--- config.mk ---
export PLATFORM = sky130hd
export DESIGN_NAME = tawas_raccoon_tgt
export DESIGN_NICKNAME = d
export VERILOG_FILES = /design/src/rtl/tawas_raccoon_tgt.sv
export SDC_FILE = /design/constraint.sdc
export NUM_CORES = 1
export LEC_CHECK = 0
export BUFFER_PORTS_ARGS = -buffer_cell sky130_fd_sc_hd__buf_2
export CORE_UTILIZATION = 50
export CTS_CLUSTER_DIAMETER = 120
export CTS_CLUSTER_SIZE = 16
export DETAILED_ROUTE_END_ITERATION = 8
export PLACE_DENSITY = 0.74
export SLEW_MARGIN = 25
export SYNTH_ARGS = -nofsm -noshare
export SYNTH_HDL_FRONTEND = slang
export SYNTH_SLANG_ARGS = --single-unit
--- constraint.sdc ---
create_clock -name CLK -period 5.2 [get_ports CLK]
set_clock_uncertainty 0.1 [all_clocks]
set_input_delay 0.26 -clock CLK [delete_from_list [all_inputs] [get_ports CLK]]
set_output_delay 0.26 -clock CLK [all_outputs]
set_load 0.02 [all_outputs]
--- src/rtl/tawas_raccoon_tgt.sv ---
// Raccoon-space target: queues single-cycle core requests and replays them on a req/ack peripheral bus.
// Optional TAWAS_RACCOON_SWAP_EN: swaps run as read-then-write with writeback of the old value.
module tawas_raccoon_tgt #(
    parameter int FIFO_DEPTH = 4,
    parameter int TIMEOUT    = 255
) (
    input  logic        CLK,
    input  logic        RST,
    input  logic        RACCOON_CS,
    input  logic        RACCOON_SWAP,
    input  logic [2:0]  WRITEBACK_REG,
    input  logic [31:0] DADDR,
    input  logic        DWR,
    input  logic [3:0]  DMASK,
    input  logic [31:0] DOUT,
    output logic        P_REQ,
    output logic [31:0] P_ADDR,
    output logic        P_WR,
    output logic [3:0]  P_MASK,
    output logic [31:0] P_WDATA,
    input  logic        P_ACK,
    input  logic [31:0] P_RDATA,
    output logic        RC_LOAD_VLD,
    output logic [2:0]  RC_LOAD_SEL,
    output logic [31:0] RC_LOAD,
    output logic        RC_BUSY,
    output logic        RC_OVFL,
    output logic        RC_TMO,
    input  logic        RC_ERR_CLR
);

    localparam int AW = $clog2(FIFO_DEPTH);
    localparam logic [7:0] TMO_LAST = 8'(TIMEOUT - 1);

    typedef struct packed {
`ifdef TAWAS_RACCOON_SWAP_EN
        logic        swap;
`endif
        logic        wr;
        logic [2:0]  sel;
        logic [3:0]  mask;
        logic [31:0] addr;
        logic [31:0] wdata;
    } entry_t;

`ifdef TAWAS_RACCOON_SWAP_EN
    typedef enum logic [1:0] {IDLE = 2'd0, XFER = 2'd1, RESP = 2'd2, SWPW = 2'd3} state_t;
`else
    typedef enum logic [1:0] {IDLE = 2'd0, XFER = 2'd1, RESP = 2'd2} state_t;
`endif

    state_t state, state_n;

    entry_t mem [FIFO_DEPTH];
    entry_t din, pl;
    logic [AW:0] wptr, rptr;
    logic empty, full, push, pop, ovfl_set;

    logic [7:0]  cnt;
    logic        cnt_clr;
    logic        load_fire, tmo_set, pl_swap;
    logic [31:0] load_data, lane_data;

    assign empty    = (wptr == rptr);
    assign full     = (wptr[AW] != rptr[AW]) && (wptr[AW-1:0] == rptr[AW-1:0]);
    assign pop      = (state == IDLE) && !empty;
    // Fullness is judged after this cycle's pop, so push+pop on a full queue is accepted.
    assign push     = RACCOON_CS && !(full && !pop);
    assign ovfl_set = RACCOON_CS && full && !pop;

    always_comb begin
        din       = '0;
`ifdef TAWAS_RACCOON_SWAP_EN
        din.swap  = RACCOON_SWAP;
        din.wr    = DWR;
`else
        din.wr    = DWR | RACCOON_SWAP;
`endif
        din.sel   = WRITEBACK_REG;
        din.mask  = DMASK;
        din.addr  = DADDR;
        din.wdata = DOUT;
    end

`ifdef TAWAS_RACCOON_SWAP_EN
    assign pl_swap = pl.swap;
`else
    assign pl_swap = 1'b0;
`endif

    always_ff @(posedge CLK) begin
        if (push)
            mem[wptr[AW-1:0]] <= din;
    end

    always_ff @(posedge CLK or posedge RST) begin
        if (RST) begin
            wptr <= '0;
            rptr <= '0;
            pl   <= '0;
        end else begin
            if (push)
                wptr <= wptr + 1'b1;
            if (pop) begin
                rptr <= rptr + 1'b1;
                pl   <= mem[rptr[AW-1:0]];
            end
        end
    end

    // Lane extraction for narrow loads; unusual masks return the raw word.
    always_comb begin
        case (pl.mask)
            4'b1111: lane_data = P_RDATA;
            4'b0011: lane_data = {16'h0, P_RDATA[15:0]};
            4'b1100: lane_data = {16'h0, P_RDATA[31:16]};
            4'b0001: lane_data = {24'h0, P_RDATA[7:0]};
            4'b0010: lane_data = {24'h0, P_RDATA[15:8]};
            4'b0100: lane_data = {24'h0, P_RDATA[23:16]};
            4'b1000: lane_data = {24'h0, P_RDATA[31:24]};
            default: lane_data = P_RDATA;
        endcase
    end

    always_comb begin
        state_n   = state;
        cnt_clr   = 1'b0;
        load_fire = 1'b0;
        load_data = lane_data;
        tmo_set   = 1'b0;
        case (state)
            IDLE: begin
                if (!empty) begin
                    state_n = XFER;
                    cnt_clr = 1'b1;
                end
            end
            XFER: begin
                if (P_ACK) begin
                    if (pl_swap) begin
`ifdef TAWAS_RACCOON_SWAP_EN
                        load_fire = 1'b1;
                        state_n   = SWPW;
                        cnt_clr   = 1'b1;
`endif
                    end else if (pl.wr) begin
                        state_n = IDLE;
                    end else begin
                        load_fire = 1'b1;
                        state_n   = RESP;
                    end
                end else if (cnt == TMO_LAST) begin
                    // Abandoned loads and swaps still retire with an all-ones writeback.
                    tmo_set = 1'b1;
                    if (pl.wr && !pl_swap) begin
                        state_n = IDLE;
                    end else begin
                        load_fire = 1'b1;
                        load_data = 32'hFFFF_FFFF;
                        state_n   = RESP;
                    end
                end
            end
`ifdef TAWAS_RACCOON_SWAP_EN
            SWPW: begin
                if (P_ACK) begin
                    state_n = IDLE;
                end else if (cnt == TMO_LAST) begin
                    tmo_set = 1'b1;
                    state_n = IDLE;
                end
            end
`endif
            RESP:    state_n = IDLE;
            default: state_n = IDLE;
        endcase
    end

    always_ff @(posedge CLK or posedge RST) begin
        if (RST) begin
            state       <= IDLE;
            cnt         <= '0;
            RC_LOAD_VLD <= 1'b0;
            RC_LOAD     <= '0;
            RC_LOAD_SEL <= '0;
            RC_OVFL     <= 1'b0;
            RC_TMO      <= 1'b0;
        end else begin
            state       <= state_n;
            RC_LOAD_VLD <= load_fire;
            if (cnt_clr)
                cnt <= '0;
            else if (P_REQ && !P_ACK)
                cnt <= cnt + 8'd1;
            if (load_fire) begin
                RC_LOAD     <= load_data;
                RC_LOAD_SEL <= pl.sel;
            end
            // A new error in the same cycle as a clear keeps the flag set.
            if (ovfl_set)
                RC_OVFL <= 1'b1;
            else if (RC_ERR_CLR)
                RC_OVFL <= 1'b0;
            if (tmo_set)
                RC_TMO <= 1'b1;
            else if (RC_ERR_CLR)
                RC_TMO <= 1'b0;
        end
    end

`ifdef TAWAS_RACCOON_SWAP_EN
    assign P_REQ = (state == XFER) || (state == SWPW);
    assign P_WR  = ((state == XFER) && pl.wr && !pl_swap) || (state == SWPW);
`else
    assign P_REQ = (state == XFER);
    assign P_WR  = (state == XFER) && pl.wr;
`endif
    assign P_ADDR  = pl.addr;
    assign P_MASK  = pl.mask;
    assign P_WDATA = pl.wdata;
    assign RC_BUSY = !empty || (state != IDLE);

endmodule

# Yosys cells after proc, flatten, opt, wreduce, memory -nomap -nowiden
# Memories as Yosys holds them, arrays and structs flattened. A register that Yosys moved wholly into a read port is not among the register bits.
# Cells that the tools add are included.
# word_totals
ff_bits	54
ram_bits	288
in_bits	110
elab_cells	72
mem_count	1
# mem_list
name	words	width	read_ports	rd_clocked_by_memory_dff	write_ports	line	text
mem	4	72	1	1	1	54	entry_t mem [FIFO_DEPTH];
# classes
add_sub_neg	3
n_eq_ne	13
muxes	26
bitwise	1
reduce_logical	19
# op_table
op	n
$pmux W32 S6	1
$mux W32	4
$mux W8	2
$mux W1	14
$add A8 B1 Y8 const B	1
$eq A4 B2 Y1 const B	2
$eq A4 B4 Y1 const B	2
$eq A8 B8 Y1 const B	1
$logic_and A1 B1 Y1	8
$mux W2	4
$reduce_bool A2 Y1	4
$add A3 B1 Y3 const B	2
$eq A4 B1 Y1 const B	1
$eq A4 B3 Y1 const B	1
$logic_not A1 Y1	4
$pmux W2 S2	1
$eq A3 B3 Y1	1
$ne A3 B1 Y1 const B	1
$eq A2 B1 Y1 const B	1
$eq A2 B2 Y1	1
$logic_not A2 Y1	1
$ne A2 B2 Y1 const B	1
$reduce_and A2 Y1	1
$logic_or A1 B1 Y1	1
2 further kinds	2

# Longest topological paths before layout
# Gate-level depths: netlist of run 1.
# depth
depth_word	9
mapped_depth	7
ltp_nobuf	5

# Worst setup path before layout of run 1
# OpenSTA, ideal clock, no wires.
# synth_timing
kind	register to register
startpoint	register state[1]
endpoint	memory mem[3][0] in the netlist's numbering, enable pin
setup_ns	0.439
t_arrival_ns	2.721
required_ns	4.661
path_slack_ns	1.940
path_stages_with_launch	4
path_buffers	0
cell_sequence	dfrtp_1 -> or2_1 -> a41oi_2 -> and2_1
# synth_via
elab_chain_cells	8
# synth_rtl
element	line	text
start, declared	52	state_t state, state_n;
start signal, assigned	189	state <= state_n;
$logic_not A2 Y1	66	assign pop = (state == IDLE) && !empty;
$logic_and A1 B1 Y1	66	
$logic_not A1 Y1	68	assign push = RACCOON_CS && !(full && !pop);
$logic_and A1 B1 Y1	68	
$logic_not A1 Y1	68	
$logic_and A1 B1 Y1	68	
$mux W1	92	if (push)
$mux W1 (not written as such)	93	mem[wptr[AW-1:0]] <= din;
end, declared	54	
# No other way between the ends.

# Final worst setup path of run 1
# layout_timing
startpoint	register rptr[0]
endpoint	memory mem[1][63] in the netlist's numbering, enable pin
# layout_via
elab_chain_cells	9
# layout_rtl
element	line	text
start, declared	56	logic [AW:0] wptr, rptr;
start signal, assigned	105	rptr <= rptr + 1'b1;
$eq A3 B3 Y1	64	assign empty = (wptr == rptr);
$logic_not A1 Y1	66	
$logic_and A1 B1 Y1	66	
$logic_not A1 Y1	68	
$logic_and A1 B1 Y1 (*)	68	
$logic_not A1 Y1 (*)	68	
$logic_and A1 B1 Y1 (*)	68	
$mux W1 (*)	92	
$mux W1 (not written as such) (*)	93	
# Every way passes the cells marked *; elsewhere a longest branch is shown, timed or not.

==> summary.txt, run 1 <==
Critical path
  • CP delay by family, top: simple AND/OR/NAND/NOR gates
  • Slowest CP cell: and2_4
  • CP Max Fanout: 53
  • R2R cell count: 4
  • CP Buf/Inv Count: 1
  • Reg-to-Reg End: mem[1][63]
  • CP Cell Sequence: xnor2_2, a41oi_2, and2_4, buf_4
  • Worst setup EP type: register
  • Worst R2R Start: rptr[0]
  • R2R setup slack: 2.15 ns
  • Critical path data arrival time: 3.17 ns
  • Critical path launch point type: register
  • Crit. path cell count: 4
  • Worst Path Required: about 5.3 ns
  • Slowest stage delay, CP: 0.79 ns
  • Kind of critical path: reg2reg

Floorplan
  • Die ar.: between 30000 and 40000 um2
  • Io pins: between 200 and 250
  • Die width: 184 um
  • DIE HEIGHT: between 150 and 200 um
  • # rows: 66
  • Core ar.: ~33000 um2
  • Initial Util: 51.0%

Synthesis
  • Xor/xnor share of the synthesized area: 0.978%
  • Post-synth top flop: edfxtp_1
  • Main combinational cell family by area after synthesis: multiplexers
  • Netlist Area Pre-Place: ~17000 um2
  • Post-synthesis compound-gate area fraction: 4.50%
  • Adder-Cell Fraction of Synth Area: 0.526%
  • Syn_nets: between 900 and 1000
  • Synth Area per Inst: 19.6 um2
  • Syn Inst Count: 850
  • Synthesized flop and latch total: slightly above 400
  • Post-synth EDFFs: roughly 290
  • FFs w/ async S/R, synth: between 30% and 40%
  • Simple-gate share of the synthesized area: 2.29%
  • Post-synthesis sequential area ratio: 70.9%
  • Mux contribution to synthesized area: about 15%
  • Yosys warnings: 0
  • Post-synth cell types: 48

Power and ir drop
  • Peak VDD IR: 0.349 mV
  • Power per cell area: between 500 and 600 nW/um2
  • P_leak: 7.28 nW

Detailed routing
  • Detail Route Antenna Nets: 0
  • WL/cell: approximately 21 um
  • Post-Route WL: between 30 and 40 mm
  • TritonRoute pass-1 iters: 4
  • Vias/cell: 5.34
  • 1st-iter DRT viols: 499
  • DRC: 0
  • Vias: approximately 8400

Hold path
  • Hold Path End: wptr[1]
  • Hold WC Path Type: in2reg
  • Hold Path Origin: RACCOON_CS
  • Min-Delay Path Depth: 4

Finish
  • Area grow syn2layout: 17.4%
  • Final instance area: about 20000 um2
  • # nets final: ~1200
  • Share of post-route cells with drive strength above 1: 39.8%
  • Post-layout util: ~60%

Timing
  • Final setup TNS: 0 ns
  • Unrepaired setup endpoints after global routing: false
  • Final setup fails: 0
  • Tmin final: approximately 3.1 ns
  • Setup WS post-layout: approximately 2.1 ns
  • Max Fclk: around 330 MHz
  • Tcrit/Tclk final: between 50% and 60%
  • Max-slew headroom: roughly 39%
  • Least-Margin Pin Slew: just over 0.9 ns
  • Final hold violation count: 0
  • Final Slew Violations: 0

Place
  • Dpl hpwl: around 19 mm
  • Dpl ws: 2.09 ns
  • GPL Wtd Cong: about 0.75
  • Post-DP Area: approximately 18000 um2
  • IO buf count: ~220

Clock tree
  • Cts bufs inserted: 29
  • Worst-skew pair later-pin latency: between 0.5 and 0.6 ns
  • H-tree depth: 1
  • Clock Path Buffers: 3
  • CTS tree: yes
  • Clock transition at path regs: 0.08 ns
  • CTS root buf: clkbuf_16
  • Clk sink count: roughly 410

Flow run
  • Max-cap violations: 0

Global route
  • First-pass GRT wire length: just over 50 mm
  • Grt ovf: 0
  • Number of global-route vias before repair: 8932
  • Largest net degree at the start of global routing: 86
  • Initial antenna violation count: 1
  • GRT Total Usage: 19.7%

Outcome
  • Status: completed
[sequential cells by signal, summed over array words and instances (netlist names)]
register and flops:
P_ADDR 32, pl 4, state 2, P_WDATA 32
RC_OVFL 1, P_MASK 4, mem 288, RC_LOAD 32
cnt 8, wptr 3, RC_LOAD_SEL 3, RC_TMO 1
RC_LOAD_VLD 1, rptr 3
[repair_timing]
item	CTS	global route
gates resized for setup	0	0
hold endpoints to repair	407	0
buffers inserted	0	0
hold buffers	115	0
[per-layer routing]
metal | share of wire [%] | vias to the layer above | GRT usage (%)
met5 | 0 | - | 0
met4 | 1.4 | 0 | 4.10
met1 | 41 | 4379 | 25.8
met3 | 5.8 | 37 | 3.32
li1 | - | 3771 | -
met2 | 52 | 256 | 34.6
[synth_stat cells, types with 8 or more instances]
| cell type | instances | share of area, % |
|---|---|---|
| nand2_1 | 31 | 0.70 |
| mux2_2 | 56 | 3.8 |
| a21oi_1 | 16 | 0.48 |
| nor2_1 | 10 | 0.23 |
| buf_6 | 12 | 0.81 |
| buf_4 | 70 | 3.2 |
| a21o_1 | 8 | 0.36 |
| inv_1 | 8 | 0.18 |
| a32oi_1 | 8 | 0.42 |
| clkbuf_1 | 8 | 0.18 |
| a2bb2oi_2 | 29 | 2.6 |
| xor2_1 | 9 | 0.47 |
| edfxtp_1 | 288 | 52 |
| buf_2 | 8 | 0.24 |
| dfrtp_1 | 126 | 19 |
| nand3_1 | 11 | 0.33 |
| mux2_4 | 19 | 1.7 |
| mux4_2 | 72 | 9.7 |
[final cells by class]
type	count	area [um2]
Fill cell	2382	13100
Sequential cell	414	11800
Multi-Input combinational cell	321	3980
Timing Repair Buffer	343	2320
Clock buffer	53	826
Tap cell	442	553
Inverter	8	35.0
Antenna cell	1	2.50
[logic make-up (layout without fill, tap and decap cells)]
kind of cell | after synthesis | in the layout
other | 0 | 1
adders and majority gates | 7 | 7
buffers and inverters | 115 | 404
and+or+nand+nor | 76 | 76
DFF | 414 | 414
muxes | 149 | 149
xor gates and xnor gates | 16 | 16
AOI/OAI and AO/OA | 73 | 73
[power breakdown]
part	internal (mW)	switching (mW)
clock network	1.06	1.05
registers	4.58	0.554
logic	2.11	2.30
total	7.76	3.90
[worst min-delay path: cells and delay by family]
kind | cells | cell delay, ns
buffers and inverters | 2 | 0.27
AO/OA/AOI/OAI | 2 | 0.27
[stage by stage]
step	instances	power [mW]	hold WS, ns
CTS	1581	11.8	0.114
global placement	1413	9.44	0.364
detailed placement	1413	9.56	0.377
floorplan	850	8.85	0.259
global route	1582	12.3	0.146
finish	1582	11.7	0.180
[worst max path at each step]
stage	from	to	slack, ns
floorplan	RST	P_ADDR[0]	1.48
global placement	rptr[0]	mem[2][11]	2.14
detailed placement	rptr[0]	mem[0][6]	2.09
CTS	rptr[0]	mem[0][55]	2.06
global route	rptr[0]	mem[1][61]	1.92
finish	rptr[0]	mem[1][63]	2.15
[placed cells by master, fill, tap and decap left out, types with 2 or more instances in the layout]
master / instances
and2_4: 4
dlygate4sd3_1: 115
buf_4: 10
mux2_4: 19
edfxtp_1: 288
buf_2: 218
a2bb2oi_2: 29
ha_1: 7
xor2_1: 9
clkbuf_1: 23
inv_1: 7
nand3_1: 11
nor2b_1: 3
a21oi_1: 16
dfrtp_4: 2
nor3b_2: 2
o21ai_0: 2
mux4_2: 72
nand4_1: 2
xnor2_1: 4
dfrtp_1: 124
and2_1: 3
nor2_1: 10
a21o_1: 8
nand2_1: 31
and3_1: 2
a2bb2oi_1: 3
clkbuf_16: 29
mux2_2: 56
a32oi_1: 8
xnor2_2: 3
Power figures use the tool's default switching activity.
==> run 2, diff against run 1 <==
--- a/config.mk
+++ b/config.mk
@@ -5,12 +5,13 @@
 export SDC_FILE = /design/constraint.sdc
 export NUM_CORES = 1
 export LEC_CHECK = 0
+export ABC_AREA = 1
 export BUFFER_PORTS_ARGS = -buffer_cell sky130_fd_sc_hd__buf_2
 export CORE_UTILIZATION = 50
 export CTS_CLUSTER_DIAMETER = 120
 export CTS_CLUSTER_SIZE = 16
 export DETAILED_ROUTE_END_ITERATION = 8
-export PLACE_DENSITY = 0.74
+export PLACE_DENSITY = 0.76
 export SLEW_MARGIN = 25
 export SYNTH_ARGS = -nofsm -noshare
 export SYNTH_HDL_FRONTEND = slang
==> constraint.sdc (replaced) <==
create_clock -name CLK -period 2.8 [get_ports CLK]
set_clock_uncertainty 0.1 [all_clocks]
set_input_delay 0.14 -clock CLK [delete_from_list [all_inputs] [get_ports CLK]]
set_output_delay 0.14 -clock CLK [all_outputs]
set_load 0.02 [all_outputs]
==> run 2 against run 1 <==
  * Via count rose by 40%
  * Largest power group unchanged
  * Sequential cell count did not move
  * Synthesized area rose by 3.1%
  * Critical endpoint is now RC_LOAD[7]
==> summary.txt, run 2 <==
Detailed routing
  • Detail Route Antenna Nets: 0
  • Post-Route WL: about 39 mm
  • DRC: 0
  • Vias/cell: 5.26
  • TritonRoute pass-1 iters: 5
  • 1st-iter DRT viols: between 800 and 900
  • Vias: about 12000
  • WL/cell: 17.5 um

Finish
  • Most common cell after layout, fill and taps aside: nand2_1
  • Leading cell types in the layout, fill and taps excluded: nand2_1, edfxtp_1, buf_2
  • Post-layout util: about three fifths
  • Area grow syn2layout: 17.9%
  • # nets final: approximately 1900
  • Filler cells: 2658
  • Post-Layout Cell Count: 2252
  • Multi-input logic area: approximately 4000 um2
  • Share of post-route cells with drive strength above 1: between 10% and 20%
  • Max reg flops: ~290
  • Register area: around 12000 um2

Power and ir drop
  • Power per cell area: 1080 nW/um2
  • P_leak: roughly 8.4 nW
  • Peak VDD IR: around 0.73 mV

Synthesis
  • Post-synth EDFFs: around 290
  • Count leader, synth: nand2_1
  • Yosys top cell by area: edfxtp_1
  • Post-synth top flop: edfxtp_1
  • Ranking of synthesized cells by area: edfxtp_1, dfrtp_1, nand2_1, o21ai_0, nor2_1
  • Synth Area per Inst: around 11 um2
  • Syn Inst Count: approximately 1500
  • Post-synth cell types: 27
  • Syn_nets: 1647
  • Netlist Area Pre-Place: about 17000 um2
  • Synth top area share: 50.4%
  • Post-synthesis sequential area ratio: 68.8%
  • Synth cell count leaders: nand2_1, edfxtp_1, nor2_1, o21ai_0, dfrtp_1
  • FFs w/ async S/R, synth: 30.4%
  • Yosys warnings: 0
  • Synthesized flop and latch total: between 400 and 500

Place
  • Dpl ws: 0.584 ns
  • GPL Wtd Cong: between 0.9 and 1
  • Dpl hpwl: ~24 mm
  • Placed cells: approximately 2100
  • IO buf count: between 200 and 250

Timing
  • Unrepaired setup endpoints after global routing: false
  • Tcrit/Tclk final: just over 80%
  • Tmin final: around 2.3 ns
  • Final setup fails: 0
  • Setup WS post-layout: 0.496 ns
  • Final hold violation count: 0
  • Max Fclk: roughly 430 MHz
  • Max-slew headroom: 39.3%
  • Final Slew Violations: 0
  • Least-Margin Pin Slew: just over 0.9 ns

Clock tree
  • CTS root buf: clkbuf_16
  • H-tree depth: 1
  • Worst-skew pair later-pin latency: between 0.5 and 0.6 ns
  • Clock transition at path regs: ~0.08 ns
  • CTS tree: yes
  • Clk sink count: roughly 410
  • Cts bufs inserted: 29
  • Post-CTS setup buffer count: 0
  • Clock Path Buffers: 3

Critical path
  • Critical path data arrival time: roughly 2.7 ns
  • Slowest stage delay, CP: about 0.58 ns
  • Critical path launch point type: register
  • Worst Path Required: 3.15 ns
  • CP Cell Sequence: nor2_4, nand2_1, nand3_1, nand2_1, nor2_1, dlygate4sd3_1, nor2_1
  • CP Max Fanout: 18
  • Slowest CP cell: dlygate4sd3_1
  • Worst setup EP type: register
  • Kind of critical path: reg2reg

Hold path
  • Hold WC Path Type: in2async

Global route
  • Grt ovf: 0
  • Number of global-route vias before repair: about 12000
  • First-pass GRT wire length: 62.4 mm
  • Largest net degree at the start of global routing: between 70 and 80
  • Initial antenna violation count: 4
  • GRT Total Usage: between 20% and 30%

Floorplan
  • # rows: 67
  • Initial Util: between 50% and 60%
  • Die width: 187 um
  • Die ar.: approximately 35000 um2
  • DIE HEIGHT: roughly 190 um
  • Core ar.: between 30000 and 40000 um2
  • Io pins: 219

Outcome
  • Status: completed

Flow run
  • Max-cap violations: 0
run 2: cell type report:
| type | count | area share [%] |
|---|---|---|
| flip-flops and latches | 414 | 58.4 |
| multi-input cells | 870 | 20.0 |
| repair buffers | 363 | 12.8 |
| clock buffers | 53 | 4.08 |
| well taps | 448 | 2.77 |
| inverters | 99 | 1.87 |
| diodes | 4 | 0.0495 |
| clock inverters | 1 | 0.0433 |
run 2: per-layer routing:
layer  GRT usage (%)  up-vias  part of all wire (%)
met4            5.23        0                   1.4
li1                -     5612                     -
met2            38.6      481                    49
met5               0        -                     0
met1            29.8     5703                    42
met3            3.79       49                   7.5
run 2: final timing paths:
check	slack (ns)	endpoint	from	cells after the start
worst max-delay path	0.50	RC_LOAD[7]	P_MASK[2]	7
worst min-delay path	0.21	RC_LOAD_VLD	RST	3
worst max register to register	0.50	RC_LOAD[7]	P_MASK[2]	7
worst min register to register	0.38	P_ADDR[19]	P_ADDR[19]	2
max in group asynchronous	1.58	RC_LOAD[10]	RST	4
min in group CLK	0.23	mem[2][18]	DOUT[18]	2
run 2: per-stage QoR:
stage               power [mW]  TNS [ns]  hold WS [ns]  area (um2)
floorplan                 15.8   -181.92         0.139       17200
global placement          17.5         0         0.250       18200
detailed placement        17.8         0         0.256       18200
CTS                       21.9         0         0.210       20200
global route              23.2         0         0.220       20200
finish                    21.8         0         0.207       20200
run 2: report_power, final:
| part | switching (mW) | internal [mW] | leakage [nW] |
|---|---|---|---|
| clock | 1.95 | 1.98 | 0.396 |
| sequential | 0.721 | 8.37 | 4.15 |
| combinational | 6.13 | 2.63 | 3.88 |
| total | 8.79 | 13.0 | 8.43 |
run 2: worst max-delay path, delay by kind of cell (launching register included):
family / cells / cell delay, ns
AND/OR/NAND/NOR: 6 / 1.03
buffers and inverters: 1 / 0.58
flip-flops: 1 / 0.48
run 2: kinds of logic after synthesis:
logic type | count (synthesis) | share of synthesized area, %
xor+xnor | 8 | 0.408
simple gates | 619 | 15.0
flops | 414 | 68.8
compound gates | 236 | 7.48
buf+inv | 246 | 7.83
fa+ha+maj | 7 | 0.510
run 2: repair_timing:
item,CTS,global route
endpoints found under the setup margin,0,0
endpoints found under the hold margin,360,0
hold buffers,114,0
resized for setup,0,0
